==> src/rtl/truth_table_sweeper.sv <==
// truth_table_sweeper
// Exhaustive self-test engine for an N_IN-input, 1-output combinational gate.
// Walks input combinations 0 .. 2^N_IN-1, holds each for SETTLE cycles,
// samples the gate output into a packed truth table and, when built with
// TT_SWEEPER_CHECK_EN defined, counts bits that differ from an expected table.
//
// Build option:
//   TT_SWEEPER_CHECK_EN  defined   -> mismatch / fail_count are computed
//                        undefined -> mismatch / fail_count tied to 0,
//                                     expected is ignored
//
// Ports:
//   clk         sole clock, rising edge
//   reset       asynchronous, active-high reset
//   start       request a sweep (sampled only while idle)
//   gate_out    output of the gate under test
//   expected    expected truth table, bit k for input combination k
//   gate_in     drives the gate under test inputs (bit 0 -> in_1)
//   busy        high while a sweep is in progress, including the done cycle
//   done        one-cycle pulse at sweep completion
//   table_out   captured truth table, bit k = gate_out with gate_in == k
//   mismatch    captured table differs from expected
//   fail_count  number of differing table bits
module truth_table_sweeper #(
  parameter int N_IN   = 2,
  parameter int SETTLE = 1
) (
  input  logic                 clk,
  input  logic                 reset,
  input  logic                 start,
  input  logic                 gate_out,
  input  logic [2**N_IN-1:0]   expected,
  output logic [N_IN-1:0]      gate_in,
  output logic                 busy,
  output logic                 done,
  output logic [2**N_IN-1:0]   table_out,
  output logic                 mismatch,
  output logic [N_IN:0]        fail_count
);

  localparam int TW = 2**N_IN;
  localparam int CW = (SETTLE > 1) ? $clog2(SETTLE) : 1;
  localparam logic [CW-1:0]   CNT_LAST = CW'(SETTLE - 1);
  // idx carries one extra bit so the last-index compare can never alias
  localparam logic [N_IN:0]   IDX_LAST = (N_IN + 1)'(TW - 1);

  typedef enum logic [1:0] {
    S_IDLE    = 2'd0,
    S_SETTLE  = 2'd1,
    S_CAPTURE = 2'd2,
    S_DONE    = 2'd3
  } state_t;

  state_t          state_reg, state_next;
  logic [N_IN:0]   idx_reg;
  logic [CW-1:0]   cnt_reg;
  logic [TW-1:0]   table_reg;

  // state register
  always_ff @(posedge clk or posedge reset) begin
    if (reset) state_reg <= S_IDLE;
    else       state_reg <= state_next;
  end

  // next-state logic
  always_comb begin
    state_next = state_reg;
    case (state_reg)
      S_IDLE:    if (start) state_next = S_SETTLE;
      S_SETTLE:  if (cnt_reg == CNT_LAST) state_next = S_CAPTURE;
      S_CAPTURE: state_next = (idx_reg == IDX_LAST) ? S_DONE : S_SETTLE;
      S_DONE:    state_next = S_IDLE;
      default:   state_next = S_IDLE;
    endcase
  end

  // outputs: gate inputs are held through CAPTURE so the sampled value
  // belongs to the combination that was settling
  always_comb begin
    gate_in = '0;
    busy    = 1'b0;
    done    = 1'b0;
    case (state_reg)
      S_SETTLE, S_CAPTURE: begin
        gate_in = idx_reg[N_IN-1:0];
        busy    = 1'b1;
      end
      S_DONE: begin
        busy = 1'b1;
        done = 1'b1;
      end
      default: ;
    endcase
  end

  // sweep datapath: index, settle counter and captured table
  always_ff @(posedge clk or posedge reset) begin
    if (reset) begin
      idx_reg   <= '0;
      cnt_reg   <= '0;
      table_reg <= '0;
    end else begin
      case (state_reg)
        S_IDLE: begin
          if (start) begin
            idx_reg   <= '0;
            cnt_reg   <= '0;
            table_reg <= '0;
          end
        end
        S_SETTLE: cnt_reg <= cnt_reg + 1'b1;
        S_CAPTURE: begin
          table_reg[idx_reg[N_IN-1:0]] <= gate_out;
          if (idx_reg != IDX_LAST) begin
            idx_reg <= idx_reg + 1'b1;
            cnt_reg <= '0;
          end
        end
        default: ;
      endcase
    end
  end

  assign table_out = table_reg;

`ifdef TT_SWEEPER_CHECK_EN
  logic          mismatch_reg;
  logic [N_IN:0] fail_reg;

  // compare each captured bit against the expected table as it is taken
  always_ff @(posedge clk or posedge reset) begin
    if (reset) begin
      mismatch_reg <= 1'b0;
      fail_reg     <= '0;
    end else if (state_reg == S_IDLE && start) begin
      mismatch_reg <= 1'b0;
      fail_reg     <= '0;
    end else if (state_reg == S_CAPTURE &&
                 gate_out != expected[idx_reg[N_IN-1:0]]) begin
      mismatch_reg <= 1'b1;
      fail_reg     <= fail_reg + 1'b1;
    end
  end

  assign mismatch   = mismatch_reg;
  assign fail_count = fail_reg;
`else
  logic unused_expected;
  assign unused_expected = ^expected;
  assign mismatch        = 1'b0;
  assign fail_count      = '0;
`endif

endmodule

==> config.mk <==
export PLATFORM = sky130hd
export DESIGN_NAME = truth_table_sweeper
export DESIGN_NICKNAME = d
export VERILOG_FILES = /design/src/rtl/truth_table_sweeper.sv
export SDC_FILE = /design/constraint.sdc
export NUM_CORES = 1
export LEC_CHECK = 0
export CELL_PAD_IN_SITES_DETAIL_PLACEMENT = 1
export CELL_PAD_IN_SITES_GLOBAL_PLACEMENT = 1
export CORE_MARGIN = 2
export CORE_UTILIZATION = 35
export DETAILED_ROUTE_END_ITERATION = 10
export GPL_TIMING_DRIVEN = 0
export PLACE_DENSITY_LB_ADDON = 0.1
export SKIP_LAST_GASP = 1
export SYNTH_ARGS = -nofsm -noshare
export SYNTH_HDL_FRONTEND = slang
export SYNTH_SLANG_ARGS = --single-unit
==> constraint.sdc <==
create_clock -name clk -period 2.4 [get_ports clk]
set_clock_uncertainty 0.2 [all_clocks]
set_input_delay 0.6 -clock clk [delete_from_list [all_inputs] [get_ports clk]]
set_output_delay 0.6 -clock clk [all_outputs]
set_load 0.1 [all_outputs]
==> results of run 1 <==
synth_stat cells:
cell      instances  share of area [%]
or2b_1            1               0.97
a31oi_1           4                3.2
buf_4             4                3.9
dfrtp_1          10                 32
o22ai_1           2                1.6
ha_1             10                 16
o21ai_2           1                1.1
buf_2             2                1.3
conb_1            1               0.48
nor2_1            2               0.97
a21oi_1           3                1.9
and2_1            2                1.6
nand4_1           2                1.6
nor2b_1           5                4.0
or2_2             1               0.81
mux2i_1           1                1.3
inv_1             9                4.4
nor2b_4           1                1.8
a32oi_1           1                1.1
nor3b_2           1                1.6
a22o_1            4                4.5
nand2b_1          1               0.81
o21ai_0           4                2.6
mux2_4            1                1.9
buf_6             1                1.5
o211ai_1          3                2.9
nand3_1           1               0.65
nand2_1           6                2.9
final cells by class:
class	instances	area [um2]
repair buffers	11	100
inverters	9	33.8
well taps	28	35.0
flip-flops and latches	10	250
fillers	265	1190
plain buffers	7	51.3
multi-input cells	61	450
clock buffers	4	36.3
worst min-delay path by stage:
stage                      start            to  cells past startpoint
floorplan                  reset       cnt_reg                      1
global placement    table_out[0]  table_out[0]                      1
detailed placement  table_out[2]  table_out[2]                      1
CTS                 table_out[2]  table_out[2]                      1
global route        table_out[0]  table_out[0]                      1
finish              table_out[2]  table_out[2]                      1
critical path, cell delays in order (launching register included):
cell and delay [ns]:
dfrtp_1 0.42, inv_1 0.11, ha_1 0.31, and2_1 0.13
buf_4 0.28
timing repair:
item,4_1_cts,5_1_grt
buffers inserted,0,0
pin swaps,0,0
gates cloned,0,0
resized for setup,22,4
endpoints found under the setup margin,8,2
endpoints found under the hold margin,0,0
cells by family after synthesis:
family | after synthesis
flops | 10
compound gates | 22
mux | 2
fa+ha+maj | 10
simple gates | 23
other cells | 1
buf+inv | 16
per-layer routing:
metal | part of all wire (%) | vias to the layer above
met5 | 0 | -
met4 | 2.6 | 0
met3 | 2.9 | 4
met2 | 52 | 13
met1 | 43 | 323
li1 | - | 322
metrics by stage:
| stage | setup TNS [ns] | setup WS, ns | std cells | hold slack (ns) | instance area [um2] |
|---|---|---|---|---|---|
| floorplan | 0 | 0.113 | 87 | 0.240 | 786 |
| global placement | -1.33 | -0.449 | 126 | 0.310 | 931 |
| detailed placement | -1.38 | -0.472 | 126 | 0.331 | 931 |
| CTS | -0.204 | -0.204 | 130 | 0.346 | 956 |
| global route | -0.0289 | -0.0289 | 130 | 0.364 | 957 |
| finish | 0 | 0.0756 | 130 | 0.337 | 957 |
layout by cell type (no fill, tap or decap):
master / netlist / layout
nor2b_4: 1 / 1
dfrtp_1: 10 / 10
a22o_1: 4 / 4
clkbuf_8: 0 / 1
or2b_1: 1 / 1
buf_4: 4 / 5
nand4_1: 2 / 2
conb_1: 1 / 4
mux2_4: 1 / 1
o21ai_2: 1 / 1
inv_1: 9 / 9
buf_2: 2 / 3
clkdlybuf4s15_2: 0 / 1
nand2b_1: 1 / 1
dlygate4sd2_1: 0 / 4
nand3_1: 1 / 1
clkdlybuf4s50_1: 0 / 3
or2_2: 1 / 1
a21oi_1: 3 / 3
o211ai_1: 3 / 3
buf_6: 1 / 2
o21ai_0: 4 / 4
clkbuf_4: 0 / 3
and2_1: 2 / 2
a32oi_1: 1 / 1
ha_1: 10 / 10
o22ai_1: 2 / 2
mux2i_1: 1 / 1
a31oi_1: 4 / 4
nand2_1: 6 / 6
nor2b_1: 5 / 5
nor3b_2: 1 / 1
nor2_1: 2 / 2
==> results.cfg, run 1 <==
[route]
vias_per_cell = 5.09
routed_wl_mm = 1.75
antenna_left = 0
drc = 0
avgRoutedWirePerCell_um = 13.4
vias = 662
drt_iter0_markers = 5
drt-pass1-iter-count = 4

[synthesis]
synth_compound_area_share_pct = 19.1
ys_types = 28
synthSimpleGateAreaFrac_pct = 17.8
yosys.area_share.xor_xnor_pct = 0
synth_seq_cells = 10
avgSynthCellArea_um2 = 9.22
synth_fa_ha_area_share_pct = 16.2
synth_top_family_by_area = compound AO/OA/AOI/OAI gates
syn-instance-count = 84
netlist_area_um2 = 774
yosysSeqAreaShare_pct = 32.3
ys.warnings.count = 0
synthMuxAreaShare_pct = 3.23

[finish]
n_antenna_cell = 0
syn2layout_area_growth_pct = 23.6
largest_reg_flops = 4
post-route-util_pct = 44.6
layout.nets = 121
drive_above_1_share_pct = 19.6

[global_routing]
grt_max_degree = 11
gr-total-overflow = 0
grt.total_usage_pct = 15.4
first_global_vias = 648
antenna_found_initial = 0
grt_pass1_wl_mm = 2.85
gr-usage-met3_pct = 1.75
top_usage_layer = met2
grt_use_met2_pct = 28.4
grtUsageMet1_pct = 16.5

[cts]
path_clk_slew_ns = 0.08
root_buffer = clkbuf_4
cts_tree = done
hold_buffers = 0
cts.sinks = 10
clock_tree.buffer_depth = 2
clk_latency_ns = 0.27
cts_buffers = 3
cts_max_level = 1

[timing]
final_max_slew_viol_count = 0
worst_pin_slew_ns = 0.952
fin_crit_ns = 2.32
setup_viol = 0
rsz0062_at_grt = yes
clock.fmax_mhz = 430
hold_viol = 0
slew_headroom_pct = 36.8
fin_crit_sh_pct = 96.8

[worst_setup_path]
cp-end-kind = output pin
worstPathRequired_ns = 1.60
worstSetupStartpointType = register
crit_end = gate_in[0]
timing.rr.start = idx_reg[0]
worst_ep_arrival_time_ns = 1.52
critPathKind = reg -> out
reg2reg_to = cnt_reg
rr_worst_depth = 5
cp_max_fo = 5
startpoint = state_reg[0]
regToRegSetupSlack_ns = 0.45

[placement]
hpwlAfterDp_mm = 1.32
portBuffers = 11
place.gp.congestion = 0.693

[job]
drv_cap = 0

[floorplan]
initial_core_util_pct = 36.1
die_w_um = 51.0
fp.dieH_um = 51.0
ios = 20
design.die.area_mm2 = 0.00261
rows = 17
coreArea_mm2 = 0.00215

[run_status]
status = complete, no violations

[hold_path]
hp-class = reg -> reg
Power of run 1 is left out: the tool's default activity adds up to more than one toggle a clock period on the data nets, which glitch-free logic cannot reach.
==> inputs of run 2 (changes only) <==
==> constraint.sdc (replaced) <==
create_clock -name clk -period 2.3 [get_ports clk]
set_clock_uncertainty 0.2 [all_clocks]
set_input_delay 0.575 -clock clk [delete_from_list [all_inputs] [get_ports clk]]
set_output_delay 0.575 -clock clk [all_outputs]
set_load 0.1 [all_outputs]
==> run 2 against run 1 <==
  * Count of clock-buffer cells in the layout unchanged
  * Sequential share of layout area down 0.60 points
  * Global-route usage up 0.062 points
  * Routed wire length up 3.1%
  * First-iteration DRC count unchanged
  * Critical path depth unchanged
  * Critical path type unchanged
  * Cell area up 2.9%
  * Worst hold slack about the same
==> results.cfg, run 2 (synthesis results as in run 1) <==
[timing]
clock.fmax_mhz = 442
rsz0062_at_grt = yes
hold_viol = 0
fin_hold_ws_ns = 0.336
fin_crit_sh_pct = 98.4
timing.final.ws_setup_ns = 0.0371
slew_headroom_pct = 37.1
worst_pin_slew_ns = 0.947
final_max_slew_viol_count = 0
final.setup.tns_ns = 0
setup_viol = 0
fin_crit_ns = 2.26

[global_routing]
grt_pass1_wl_mm = 2.86
grt_max_degree = 11
grt.total_usage_pct = 15.4
first_global_vias = 650
gr-total-overflow = 0
antenna_found_initial = 0

[cts]
cts.sinks = 10
clk_latency_ns = 0.28
clock_tree.buffer_depth = 2
cts_buffers = 3
root_buffer = clkbuf_4
cts_tree = done
path_clk_slew_ns = 0.08
hold_buffers = 0
cts_max_level = 1

[finish]
syn2layout_area_growth_pct = 27.1
drive_above_1_share_pct = 23.3
n_antenna_cell = 0
largest_reg_flops = 4
layout.nets = 122
final_cell_mix = 10 x ha_1, 9 x dfrtp_1, 8 x inv_1
post-route-util_pct = 45.8
layout_commonest_cell = ha_1

[hold_path]
hp-class = reg -> reg
whs_path_depth = 1
min_from = state_reg[1]
whs_endpoint = state_reg[1]

[placement]
place_ws_ns = -0.547
portBuffers = 11
place.gp.congestion = 0.693
hpwlAfterDp_mm = 1.32

[route]
vias_per_cell = 5.08
wl_met1_um = 733
drc = 0
routed_wl_mm = 1.80
antenna_left = 0
drt-pass1-iter-count = 4
drt_iter0_markers = 5
wl_met3_um = 65
avgRoutedWirePerCell_um = 13.7
vias = 665
top_layer_used = met4
wl_met2_um = 954

[floorplan]
fp.dieH_um = 51.0
coreArea_mm2 = 0.00215
initial_core_util_pct = 36.1
ios = 20
die_w_um = 51.0
design.die.area_mm2 = 0.00261
rows = 17

[worst_setup_path]
cp_max_fo = 5
critPathKind = reg -> out
regToRegSetupSlack_ns = 0.35
cp-end-kind = output pin
worstSetupStartpointType = register
rr_worst_depth = 5
worst_ep_arrival_time_ns = 1.49
worstPathRequired_ns = 1.52
reg2reg_to = cnt_reg
timing.rr.start = idx_reg[0]

[run_status]
status = complete, no violations

[job]
drv_cap = 0
==> run 2: cell count changes in the layout (fill, tap and decap cells not counted), sizes merged <==
cell and delta:
clkbuf +2, clkdlybuf4s15 +3, dlygate4sd2 -4
==> run 2: cell type report <==
cell class              count  area (um2)
multi-input cells          61         450
well taps                  28        35.0
clock buffers               4        36.3
plain buffers               7        51.3
flip-flops and latches     10         251
repair buffers             12         126
inverters                   9        33.8
fillers                   267        1160
==> run 2: worst max-delay path: stages, from the launching register on <==
cell     delay [ns]
dfrtp_1        0.43
inv_1          0.11
ha_1           0.32
and2_1         0.18
buf_8          0.17
==> run 2: worst max-delay path by stage <==
stage | cells after the start | slack (ns) | from | end
after floorplan | 3 | 0.04 | state_reg[0] | gate_in[0]
after global placement | 4 | -0.52 | state_reg[1] | gate_in[0]
after detailed placement | 4 | -0.55 | state_reg[0] | gate_in[0]
final | 4 | 0.04 | state_reg[0] | gate_in[0]
after global routing | 4 | -0.04 | state_reg[0] | gate_in[0]
after CTS | 4 | -0.16 | state_reg[1] | gate_in[0]
==> run 2: through the flow <==
step	cells	cell area, um2
4_1_cts	130	957
3_3_place_gp	126	931
3_5_place_dp	126	931
6_report	131	985
2_1_floorplan	87	786
5_1_grt	131	985
==> run 2: repair_timing <==
action                                  4_1_cts  5_1_grt
endpoints found under the hold margin         0        0
buffers inserted                              0        1
gates resized for setup                      26       12
endpoints found under the setup margin        8        7
==> run 2: routing by layer <==
| layer | vias to the layer above | GRT usage (%) |
|---|---|---|
| met5 | - | 0 |
| met4 | 0 | 9.46 |
| met3 | 4 | 1.75 |
| met2 | 15 | 28.4 |
| met1 | 324 | 16.6 |
| li1 | 322 | - |
Power of run 2 is left out for the same reason.
